### config.mk
export PLATFORM = sky130hd
export DESIGN_NAME = phy_rx_unstriping_n
export DESIGN_NICKNAME = d
export VERILOG_FILES = /design/src/rtl/phy_rx_pkg.sv /design/src/rtl/phy_rx_unstriping_n_lane_fifo.sv /design/src/rtl/phy_rx_unstriping_n.sv
export SDC_FILE = /design/constraint.sdc
export NUM_CORES = 1
export LEC_CHECK = 0
export ABC_CLOCK_PERIOD_IN_PS = 7500
export CAP_MARGIN = 20
export CELL_PAD_IN_SITES_DETAIL_PLACEMENT = 0
export CELL_PAD_IN_SITES_GLOBAL_PLACEMENT = 1
export CORE_MARGIN = 3
export CORE_UTILIZATION = 40
export DETAILED_ROUTE_END_ITERATION = 8
export PLACE_DENSITY = 0.67
export SLEW_MARGIN = 0
export SYNTH_ARGS = -nofsm -noshare
export SYNTH_HDL_FRONTEND = slang
export SYNTH_SLANG_ARGS = --single-unit
### constraint.sdc
create_clock -name clk -period 7.5 [get_ports clk]
set_clock_uncertainty 0.15 [all_clocks]
set_input_delay 0.75 -clock clk [delete_from_list [all_inputs] [get_ports clk]]
set_output_delay 0.75 -clock clk [all_outputs]
set_load 0.005 [all_outputs]
### src/rtl/phy_rx_pkg.sv
// Shared types and width helpers for the N-lane receive unstriper.
package phy_rx_pkg;

    typedef enum logic [1:0] {
        IDLE  = 2'd0,
        ALIGN = 2'd1,
        RUN   = 2'd2
    } rx_state_e;

    localparam int MAX_LANES = 8;

    // Pointer width for an index over n items; never narrower than one bit.
    function automatic int ptr_width(input int n);
        return (n > 1) ? $clog2(n) : 1;
    endfunction

endpackage

### src/rtl/phy_rx_unstriping_n_lane_fifo.sv
// Per-lane show-ahead FIFO; a push into a full FIFO is accepted when the head pops that cycle.
module lane_fifo
    import phy_rx_pkg::*;
#(
    parameter int WIDTH = 32,
    parameter int DEPTH = 4
) (
    input  logic             clk,
    input  logic             reset,
    input  logic             push,
    input  logic             pop,
    input  logic [WIDTH-1:0] din,
    output logic [WIDTH-1:0] dout,
    output logic             empty,
    output logic             full
);
    localparam int AW = ptr_width(DEPTH);

    logic [WIDTH-1:0] mem_q [DEPTH];
    logic [AW-1:0]    wr_ptr_q, rd_ptr_q;
    logic [AW:0]      count_q;
    logic             do_push, do_pop;

    assign empty   = (count_q == '0);
    assign full    = (count_q == (AW+1)'(DEPTH));
    assign do_pop  = pop && !empty;
    assign do_push = push && (!full || do_pop);
    assign dout    = mem_q[rd_ptr_q];

    // Storage carries no reset: contents are only visible through count_q.
    always_ff @(posedge clk) begin
        if (do_push) begin
            mem_q[wr_ptr_q] <= din;
        end
    end

    always_ff @(posedge clk) begin
        if (reset) begin
            wr_ptr_q <= '0;
            rd_ptr_q <= '0;
            count_q  <= '0;
        end else begin
            if (do_push) wr_ptr_q <= wr_ptr_q + AW'(1);
            if (do_pop)  rd_ptr_q <= rd_ptr_q + AW'(1);
            case ({do_push, do_pop})
                2'b10:   count_q <= count_q + (AW+1)'(1);
                2'b01:   count_q <= count_q - (AW+1)'(1);
                default: count_q <= count_q;
            endcase
        end
    end

endmodule

### src/rtl/phy_rx_unstriping_n.sv
// Re-interleaves LANES skewed receive lanes round-robin into a single registered word stream.
module phy_rx_unstriping_n
    import phy_rx_pkg::*;
#(
    parameter int LANES = 2,
    parameter int WIDTH = 32,
    parameter int DEPTH = 4
) (
    input  logic                              clk,
    input  logic                              reset,
    input  logic [LANES-1:0]                  valid_in,
    input  logic [LANES*WIDTH-1:0]            lane_in,
    output logic [WIDTH-1:0]                  data_out,
    output logic                              valid_out,
    output logic                              active,
    output logic [LANES-1:0]                  overflow,
    output logic [ptr_width(LANES)-1:0]       lane_ptr
);
    localparam int PTR_W = ptr_width(LANES);

    rx_state_e        state_q;
    logic [PTR_W-1:0] lane_ptr_q, lane_ptr_d;
    logic [WIDTH-1:0] data_out_q;
    logic             valid_out_q, active_q;
    logic [LANES-1:0] overflow_q, overflow_d;

    logic [LANES-1:0] empty, full, pop;
    logic [WIDTH-1:0] head [LANES];
    logic             pop_any;

    generate
        for (genvar gi = 0; gi < LANES; gi++) begin : g_lane
            assign pop[gi] = (state_q == RUN) && (lane_ptr_q == PTR_W'(gi)) && !empty[gi];

            lane_fifo #(
                .WIDTH (WIDTH),
                .DEPTH (DEPTH)
            ) u_fifo (
                .clk   (clk),
                .reset (reset),
                .push  (valid_in[gi]),
                .pop   (pop[gi]),
                .din   (lane_in[gi*WIDTH +: WIDTH]),
                .dout  (head[gi]),
                .empty (empty[gi]),
                .full  (full[gi])
            );
        end
    endgenerate

    assign pop_any    = |pop;
    assign overflow_d = overflow_q | (valid_in & full & ~pop);
    assign lane_ptr_d = (lane_ptr_q == PTR_W'(LANES-1)) ? '0 : lane_ptr_q + PTR_W'(1);

    always_ff @(posedge clk) begin
        if (reset) begin
            state_q     <= IDLE;
            active_q    <= 1'b0;
            lane_ptr_q  <= '0;
            data_out_q  <= '0;
            valid_out_q <= 1'b0;
            overflow_q  <= '0;
        end else begin
            overflow_q <= overflow_d;
            case (state_q)
                IDLE: begin
                    // FIFOs are empty here, so any strobe is an accepted push.
                    if (|valid_in) state_q <= ALIGN;
                end
                ALIGN: begin
                    if (&(~empty)) begin
                        state_q  <= RUN;
                        active_q <= 1'b1;
                    end
                end
                default: state_q <= RUN;
            endcase
            // Strict round-robin: an empty current lane stalls the stream.
            if (pop_any) begin
                data_out_q  <= head[lane_ptr_q];
                valid_out_q <= 1'b1;
                lane_ptr_q  <= lane_ptr_d;
            end else begin
                valid_out_q <= 1'b0;
            end
        end
    end

    assign data_out  = data_out_q;
    assign valid_out = valid_out_q;
    assign active    = active_q;
    assign overflow  = overflow_q;
    assign lane_ptr  = lane_ptr_q;

endmodule

# Word level (Yosys, flattened, before mapping)
# Memories as Yosys holds them, arrays and structs flattened. A register that Yosys moved wholly into a read port is not among the register bits.
# Cells that the tools add are included.
# op_classes
n_lt_le_gt_ge	1
eq_ne	10
n_reduce_logical	24
n_bitwise	7
muxes	18
addsub	9
# op_table
operator	n
two-way mux 32 bit	3
two-way mux 2 bit	6
case mux 3 bit (2 select lines)	2
adder 2 x 1 -> 2 bit, second input constant	4
logical AND 1 bit	8
adder 3 x 1 -> 3 bit, second input constant	2
equality test 2 x 1 -> 1 bit, second input constant	3
equality test 2 bit, second input constant	3
equality test 3 bit, second input constant	2
logical NOT 3 bit	2
two-way mux 1 bit	6
subtractor 3 x 1 -> 3 bit, second input constant	2
bitwise AND 2 bit	2
logical NOT 1 bit	4
inequality test 2 bit, second input constant	2
inverter 2 bit	2
case mux 2 bit (2 select lines)	1
AND reduction 2 bit	2
nonzero test 2 bit	2
OR reduction 2 bit	2
AND reduction 3 bit	1
>= comparator 2 bit, second input constant	1
logical NOT 2 bit	1
logical OR 1 bit	2
other kinds (4)	4
# totals
register_bits	53
word_cells	83
in_bits	68
out_inout_bits	37
ramBits	256
n_memories	2
# memory_table
name	words	width	rd	rd_ports_with_merged_regs	write_ports	line	text
g_lane[0].u_fifo.mem_q	4	32	1	1	1	phy_rx_unstriping_n_lane_fifo.sv:19	logic [WIDTH-1:0] mem_q [DEPTH];
g_lane[1].u_fifo.mem_q	4	32	1	1	1	phy_rx_unstriping_n_lane_fifo.sv:19	

# Longest topological paths before layout
# Gate-level depths: netlist (run 1).
# depth
word_depth	8
depth_mapped	11

# By module
# A second synthesis (run 1) with hierarchy kept.
# hier_totals
cells_unflattened	628
hier_area_um2	12191.7
# modules_own_cells
module	cells_each	area_each_um2	instances	seq_area_each_um2
lane_fifo	226	5143.7	2	4023.9
phy_rx_unstriping_n	176	1904.3	1	780.7

# Least setup slack after synthesis (run 1)
# OpenSTA, ideal clock, no wires.
# synth_path
path_type	in2reg
from	in valid_in[1]
to	mem g_lane[1].u_fifo.mem_q[0][0] (enable)
arrival_ns	2.009
n_path_buf	0
required_time_ns	6.958
stages	3
setup_ns	0.392
slack_ns	4.949
cell_sequence	inv_1 -> a31oi_1 -> and2_1
# synth_between
elab_chain_cells	3
# synth_rtl
item	line	text
from (decl)	phy_rx_unstriping_n.sv:11	input logic [LANES-1:0] valid_in,
logical AND 1 bit	phy_rx_unstriping_n_lane_fifo.sv:27	assign do_push = push && (!full || do_pop);
two-way mux 1 bit	phy_rx_unstriping_n_lane_fifo.sv:32	if (do_push) begin
two-way mux 1 bit (not written as such)	phy_rx_unstriping_n_lane_fifo.sv:33	mem_q[wr_ptr_q] <= din;
to (decl)	phy_rx_unstriping_n_lane_fifo.sv:19	
# Every way passes these cells.

# Final worst setup path (run 1)
# layout_path
from	reg lane_ptr_q (netlist: lane_ptr)
to	reg g_lane[0].u_fifo.count_q[2]
# layout_between
elab_chain_cells	8
word_cells_on_any_way	10
classes_between	eq/ne: 2; mux: 1; bitwise: 1; reduce/logical: 6
# layout_rtl
item	line	text
from (decl)	phy_rx_unstriping_n.sv:22	logic [PTR_W-1:0] lane_ptr_q, lane_ptr_d;
from (signal assigned)	phy_rx_unstriping_n.sv:82	lane_ptr_q <= lane_ptr_d;
inverter 1 bit *	phy_rx_unstriping_n.sv:33	assign pop[gi] = (state_q == RUN) && (lane_ptr_q == PTR_W'(gi)) && !empty[gi];
logical AND 1 bit * (2 in a row)	phy_rx_unstriping_n.sv:33	
logical AND 1 bit *	phy_rx_unstriping_n_lane_fifo.sv:26	assign do_pop = pop && !empty;
logical OR 1 bit	phy_rx_unstriping_n_lane_fifo.sv:27	
logical AND 1 bit	phy_rx_unstriping_n_lane_fifo.sv:27	
equality test 2 x 1 -> 1 bit or equality test 2 bit (tied branches)	phy_rx_unstriping_n_lane_fifo.sv:45	case ({do_push, do_pop})
case mux 3 bit (2 select lines) or nonzero test 2 bit (tied branches)	n/a	
to (signal assigned)	phy_rx_unstriping_n_lane_fifo.sv:46	2'b10: count_q <= count_q + (AW+1)'(1);
to (signal assigned)	phy_rx_unstriping_n_lane_fifo.sv:47	2'b01: count_q <= count_q - (AW+1)'(1);
to (signal assigned)	phy_rx_unstriping_n_lane_fifo.sv:48	default: count_q <= count_q;
to (decl)	phy_rx_unstriping_n_lane_fifo.sv:21	logic [AW:0] count_q;
# Every way passes the cells marked *; elsewhere a longest branch is shown, timed or not.
# A chain may end at the register's enable or synchronous reset.

==> flow_summary.yaml, run 1 <==
floorplan:
  die_width_microns: 177.5
  die_h_microns: 177.5
  core_sq_um: 28860
  io_pins: 105
  fp-row-count: 62
  dieArea_sq_um: 31520
  initial_core_util_pct: 40.79
finish:
  finalNetCount: 828
  multiInputGateArea_sq_um: 2714
  regArea_sq_um: 8836
  final_util_pct: 49.34
  diodes: 0
  drive_gt1_share_pct: 13.73
  stdcell_area_sq_um: 14240
  instances_no_fill: 1156
  areaGrowthSynthToFinish_pct: 20.96
  nFillCells: 2416
synthesis:
  synth_area_leaders: "edfxtp_1 (65%), dfxtp_1 (9.7%), mux4_2 (6.3%), mux2i_1 (5.4%), a221oi_1 (2.3%)"
  yosys.area.top_type_share_pct: 65.31
  yosys.area.top_type: "edfxtp_1"
  yosysWarnings: 0
  ys_seq_elements: 313
  synth_commonest_cells: "edfxtp_1 (256), mux2i_1 (64), dfxtp_1 (57), nor2_1 (54), mux4_2 (33)"
  synth_nets: 719
  synth-seq-area-share_pct: 75.00
  synth-edff-count: 256
  synthFlopType: "edfxtp_1"
  synth_most_common_cell: "edfxtp_1"
  syn_inst: 639
  synthArstFlopShare_pct: 0
  syn_avg_cell_area_sq_um: 18.42
  synth_cell_types: 41
  synth_area_sq_um: 11770
critical_path:
  path_common_cell: "inv_1"
  critPathSlowestCell: "dfxtp_2"
  cp_slowest_stage_delay_ps: 950
  rr_startpoint: "lane_ptr"
  cp.arrival_ps: 3510
  regToRegSetupSlack_ps: 4250
  startpoint_type: "register"
  path_cells: "nor3b_4 > nor4_1 > nor2b_1 > inv_1 > ha_1 > inv_1 > fa_1 > xor2_1 > or3_1 > a21oi_1"
  required_ps: 7760
  reg2reg_to: "g_lane[0].u_fifo.count_q[2]"
  critPathCaptureType: "register"
  crit_start: "lane_ptr"
  critPathMaxFanout: 39
  crit_type: "reg2reg"
  rr_worst_depth: 10
timing:
  finalSetupViolCount: 0
  rsz0062_at_grt: "false"
  slew_violations: 0
  relSlewSlack_pct: 25.61
  fin_crit_sh_pct: 43.33
  min_period_ps: 3250
  tns_ps: 0
  setup_slack_ps: 4250
  fin_hold_ws_ps: 334.0
  worst_pin_slew_ps: 1116
  max_freq_ghz: 0.3077
  hold_violations: 0
placed_design:
  dpl.hpwl_microns: 14810
  place_ws_ps: 4155
  gp_congestion: 0.7182
  port_buffers: 104
  place_area_sq_um: 13150
  placed_cells: 1096
route:
  vias: 5991
  wl_per_cell_microns: 20.93
  drtIter0Drc: 349
  wl_microns: 24200
  post-route-drc-count: 0
  ant_nets: 0
  drtPass1Iterations: 5
  avgViaCountPerCell: 5.183
grt:
  antenna_found_initial: 0
  grt_pass1_vias: 6454
  grt_pass1_wl_microns: 36920
  grt_max_degree: 64
  overflow: 0
  grt_use_total_pct: 15.41
min_path:
  worstHoldStart: "active"
  min_delay_worst_endpoint: "active"
  hold_class: "reg2reg"
  min_path_cells: 2
clock_network:
  numCtsBuffers: 34
  cts-hold-fix-buffers: 0
  cts_tree: "built"
  post_cts_resized: 0
  cts_num_sinks: 313
  clk_latency_ps: 500
  cts.clk_slew.worst_paths_ps: 60
  cts_root_buffer: "clkbuf_16"
  cts_buffer_depth: 3
  h-tree-depth: 2
  post_cts_buffers: 0
outcome:
  status: "completed"
pwr:
  leakagePower_nw: 4.567
  total_power_mw: 3.826
  powerDensity_nw_per_um2: 268.7
  ir_drop_mv: 0.1438
run:
  drv.max_cap_violation_count: 0
state kept, by name, indices dropped and copies added, names as in the netlist, named ones only:
name / flops
data_out: 32
active: 1
g_lane.u_fifo.rd_ptr_q: 4
lane_ptr: 1
valid_out: 1
state_q: 2
g_lane.u_fifo.mem_q: 256
overflow: 2
g_lane.u_fifo.wr_ptr_q: 4
g_lane.u_fifo.count_q: 6
power by group:
part | leakage (nW) | internal (mW) | total [mW] | switching [mW]
clock network | 0.535 | 0.987 | 1.62 | 0.630
logic | 1.22 | 0.0932 | 0.216 | 0.123
registers | 2.81 | 1.97 | 1.99 | 0.0258
worst max path at each step:
| stage | endpoint | cells after the start |
|---|---|---|
| after global routing | g_lane[0].u_fifo.count_q[2] | 10 |
| after CTS | g_lane[0].u_fifo.count_q[2] | 10 |
| after global placement | g_lane[1].u_fifo.mem_q[0][10] | 4 |
| final | g_lane[0].u_fifo.count_q[2] | 10 |
| after detailed placement | g_lane[1].u_fifo.count_q[2] | 10 |
| after floorplan | g_lane[1].u_fifo.mem_q[0][0] | 3 |
cell type report:
class | instances | area share, %
clock buffers | 39 | 6.257
clock inverters | 21 | 1.397
inverters | 16 | 0.4394
multi-input cells | 277 | 19.06
flip-flops and latches | 313 | 62.06
well taps | 384 | 3.374
repair buffers | 106 | 7.416
routing by layer:
layer / global-route usage, % / part of all wire, % / wire length (microns) / up-vias
li1: - / - / - / 2752
met2: 26.58 / 51 / 12240 / 130
met1: 19.64 / 43 / 10340 / 3064
met4: 5.366 / 3.1 / 744 / 0
met5: 0 / 0 / 0 / -
met3: 2.739 / 3.6 / 875 / 45
worst max-delay path: cells and delay by family (launching register included):
kind	cells	cell delay, ps
AO/OA/AOI/OAI	1	160
XOR/XNOR	1	160
adder cells (fa/ha/maj)	2	590
buffers and inverters	2	240
flip-flops	1	950
AND/OR/NAND/NOR	4	890
placed cells by master, fill, tap and decap left out, drive strengths merged, types with 15 or more instances in the layout:
| cell type | netlist | routed |
|---|---|---|
| a22o | 32 | 32 |
| clkdlybuf4s50 | 0 | 104 |
| inv | 16 | 18 |
| nor2 | 54 | 54 |
| edfxtp | 256 | 256 |
| dfxtp | 57 | 57 |
| a221oi | 31 | 31 |
| clkinv | 0 | 15 |
| mux4 | 33 | 33 |
| clkbuf | 6 | 39 |
| mux2i | 64 | 64 |
cells by family after synthesis:
group | after synthesis | share of synthesized area, %
AO/OA/AOI/OAI | 76 | 5.347
XOR/XNOR | 10 | 0.7440
flip-flops | 313 | 75.00
buffers and inverters | 49 | 2.168
multiplexers | 98 | 11.85
AND/OR/NAND/NOR | 81 | 3.487
adder cells (fa/ha/maj) | 12 | 1.403
No activity file was read; power rests on OpenSTA's default activity.
==> run 2: changes to the inputs <==
ABC_CLOCK_PERIOD_IN_PS = 2900   (was 7500)
PLACE_DENSITY = 0.7   (was 0.67)
clock period = 2.9 ns   (was 7.5 ns; I/O delays follow)
==> run 2 against run 1 <==
  * Sequential share of layout area shrank 0.59 points
  * Via count up 1.1%
  * Die area unchanged
  * Hold slack got worse by 100 ps
  * Clock power up 130%
  * Critical endpoint unchanged
  * Largest cell class unchanged
  * Largest power group unchanged
==> flow_summary.yaml, run 2 (synthesis results as in run 1) <==
outcome:
  status: "completed"
pwr:
  leakagePower_nw: 4.639
  ir_drop_mv: 0.3687
  powerDensity_nw_per_um2: 658.2
finish:
  largest_reg_flops: 256
  drive_gt1_share_pct: 15.82
  top_register: "g_lane.u_fifo.mem_q"
  layout_commonest_cell: "edfxtp_1"
  nFillCells: 2347
  instances_no_fill: 1175
  multiInputGateArea_sq_um: 2714
  regArea_sq_um: 8836
  finalNetCount: 846
  final_cell_mix: "edfxtp_1 (256), clkdlybuf4s50_1 (104), mux2i_1 (64)"
  areaGrowthSynthToFinish_pct: 22.12
placed_design:
  gp_congestion: 0.7165
  dpl.hpwl_microns: 15490
  placed_cells: 1118
  port_buffers: 104
timing:
  slew_violations: 0
  relSlewSlack_pct: 62.47
  worst_pin_slew_ps: 563.0
  max_freq_ghz: 0.3901
  fin_crit_sh_pct: 88.40
  rsz0062_at_grt: "false"
  min_period_ps: 2564
  fin_hold_ws_ps: 232.5
  finalSetupViolCount: 0
  hold_violations: 0
  tns_ps: 0
route:
  post-route-drc-count: 0
  avgViaCountPerCell: 5.155
  vias: 6057
  wl_per_cell_microns: 20.62
  drtIter0Drc: 368
  ant_nets: 0
  drtPass1Iterations: 4
  wl_microns: 24230
floorplan:
  initial_core_util_pct: 40.79
  die_width_microns: 177.5
  die_h_microns: 177.5
  fp-row-count: 62
  dieArea_sq_um: 31520
  core_sq_um: 28860
  io_pins: 105
clock_network:
  cts-hold-fix-buffers: 0
  post_cts_resized: 0
  cts.clk_slew.worst_paths_ps: 60
  cts_buffer_depth: 3
  h-tree-depth: 1
  cts_tree: "built"
  numCtsBuffers: 30
  cts_root_buffer: "clkbuf_16"
  clk_latency_ps: 540
  cts_num_sinks: 313
  post_cts_buffers: 0
critical_path:
  cp.arrival_ps: 2880
  cp_num_buf_inv: 2
  path_common_cell: "inv_1"
  critPathCaptureType: "register"
  path_cells: "nor3b_4 > nor4_1 > nor2b_1 > inv_1 > ha_1 > inv_1 > fa_1 > xor2_1 > or3_1 > a21oi_1"
  required_ps: 3220
  crit_family: "simple AND/OR/NAND/NOR gates"
  crit_type: "reg2reg"
  critPathMaxFanout: 6
  critPathSlowestCell: "dfxtp_1"
  cp_slowest_stage_delay_ps: 450
  regToRegSetupSlack_ps: 340
  startpoint_type: "register"
run:
  drv.max_cap_violation_count: 0
min_path:
  hold_class: "in2reg"
grt:
  grt_pass1_wl_microns: 37380
  grt_use_total_pct: 15.51
  antenna_found_initial: 1
  grt_pass1_vias: 6510
  overflow: 0
  grt_max_degree: 36
run 2: cell types whose count changed in the layout (fill, tap and decap cells not counted), sizes merged:
cell	delta
buf	+22
bufinv	-3
clkbuf	+7
clkinv	-7
clkinvlp	+1
diode	+1
inv	-2
run 2: worst paths after layout:
kind	start	endpoint	cells past startpoint
setup / recovery	state_q[0]	g_lane[0].u_fifo.count_q[2]	10
hold / removal	lane_in[31]	g_lane[0].u_fifo.mem_q[3][31]	1
setup reg to reg	state_q[0]	g_lane[0].u_fifo.count_q[2]	10
hold reg to reg	overflow[1]	overflow[1]	2
run 2: layer usage:
metal  track usage [%]  up-vias  part of all wire, %
met2             27.34      148                   52
met1             19.46     3078                   41
li1                  -     2792                    -
met3             2.931       37                  5.8
met5                 0        -                0.054
met4             4.647        2                  2.1
run 2: worst reg2reg max path, stage by stage (launching register included):
cell and delay [ps]:
dfxtp_1 450, nor3b_4 90, nor4_1 270, nor2b_1 150, inv_1 140, ha_1 190
inv_1 60, fa_1 370, xor2_1 160, or3_1 310, a21oi_1 160
run 2: where the power goes:
group          switching (mW)  internal (mW)  leakage [nW]
registers              0.0614           5.08          2.81
logic                   0.327          0.272          1.36
clock network            1.55           2.17         0.466
total                    1.93           7.53          4.64
run 2: area by class of cell:
type	instances	share of cell area, %
flip-flops and latches	313	61.47
multi-input cells	277	18.88
repair buffers	128	9.191
clock buffers	46	6.136
well taps	384	3.342
clock inverters	10	0.5309
inverters	16	0.4352
diodes	1	0.01741
run 2: per-stage QoR:
step / power (mW) / setup WS (ps) / utilization [%] / area [sq um]
3_5_place_dp: 5.850 / 304.7 / 46.48 / 13410
4_1_cts: 9.560 / 322.9 / 49.80 / 14370
3_3_place_gp: 5.814 / 400.1 / 46.48 / 13410
6_report: 9.461 / 336.3 / 49.81 / 14380
5_1_grt: 9.816 / 136.8 / 49.80 / 14370
2_1_floorplan: 5.530 / 469.8 / - / 11770
==> run 3: changes to the inputs <==
ABC_AREA = 0   (was default)
==> results of run 3 <==
Same layout as run 2: the final DEF is identical, and so are final timing and power.
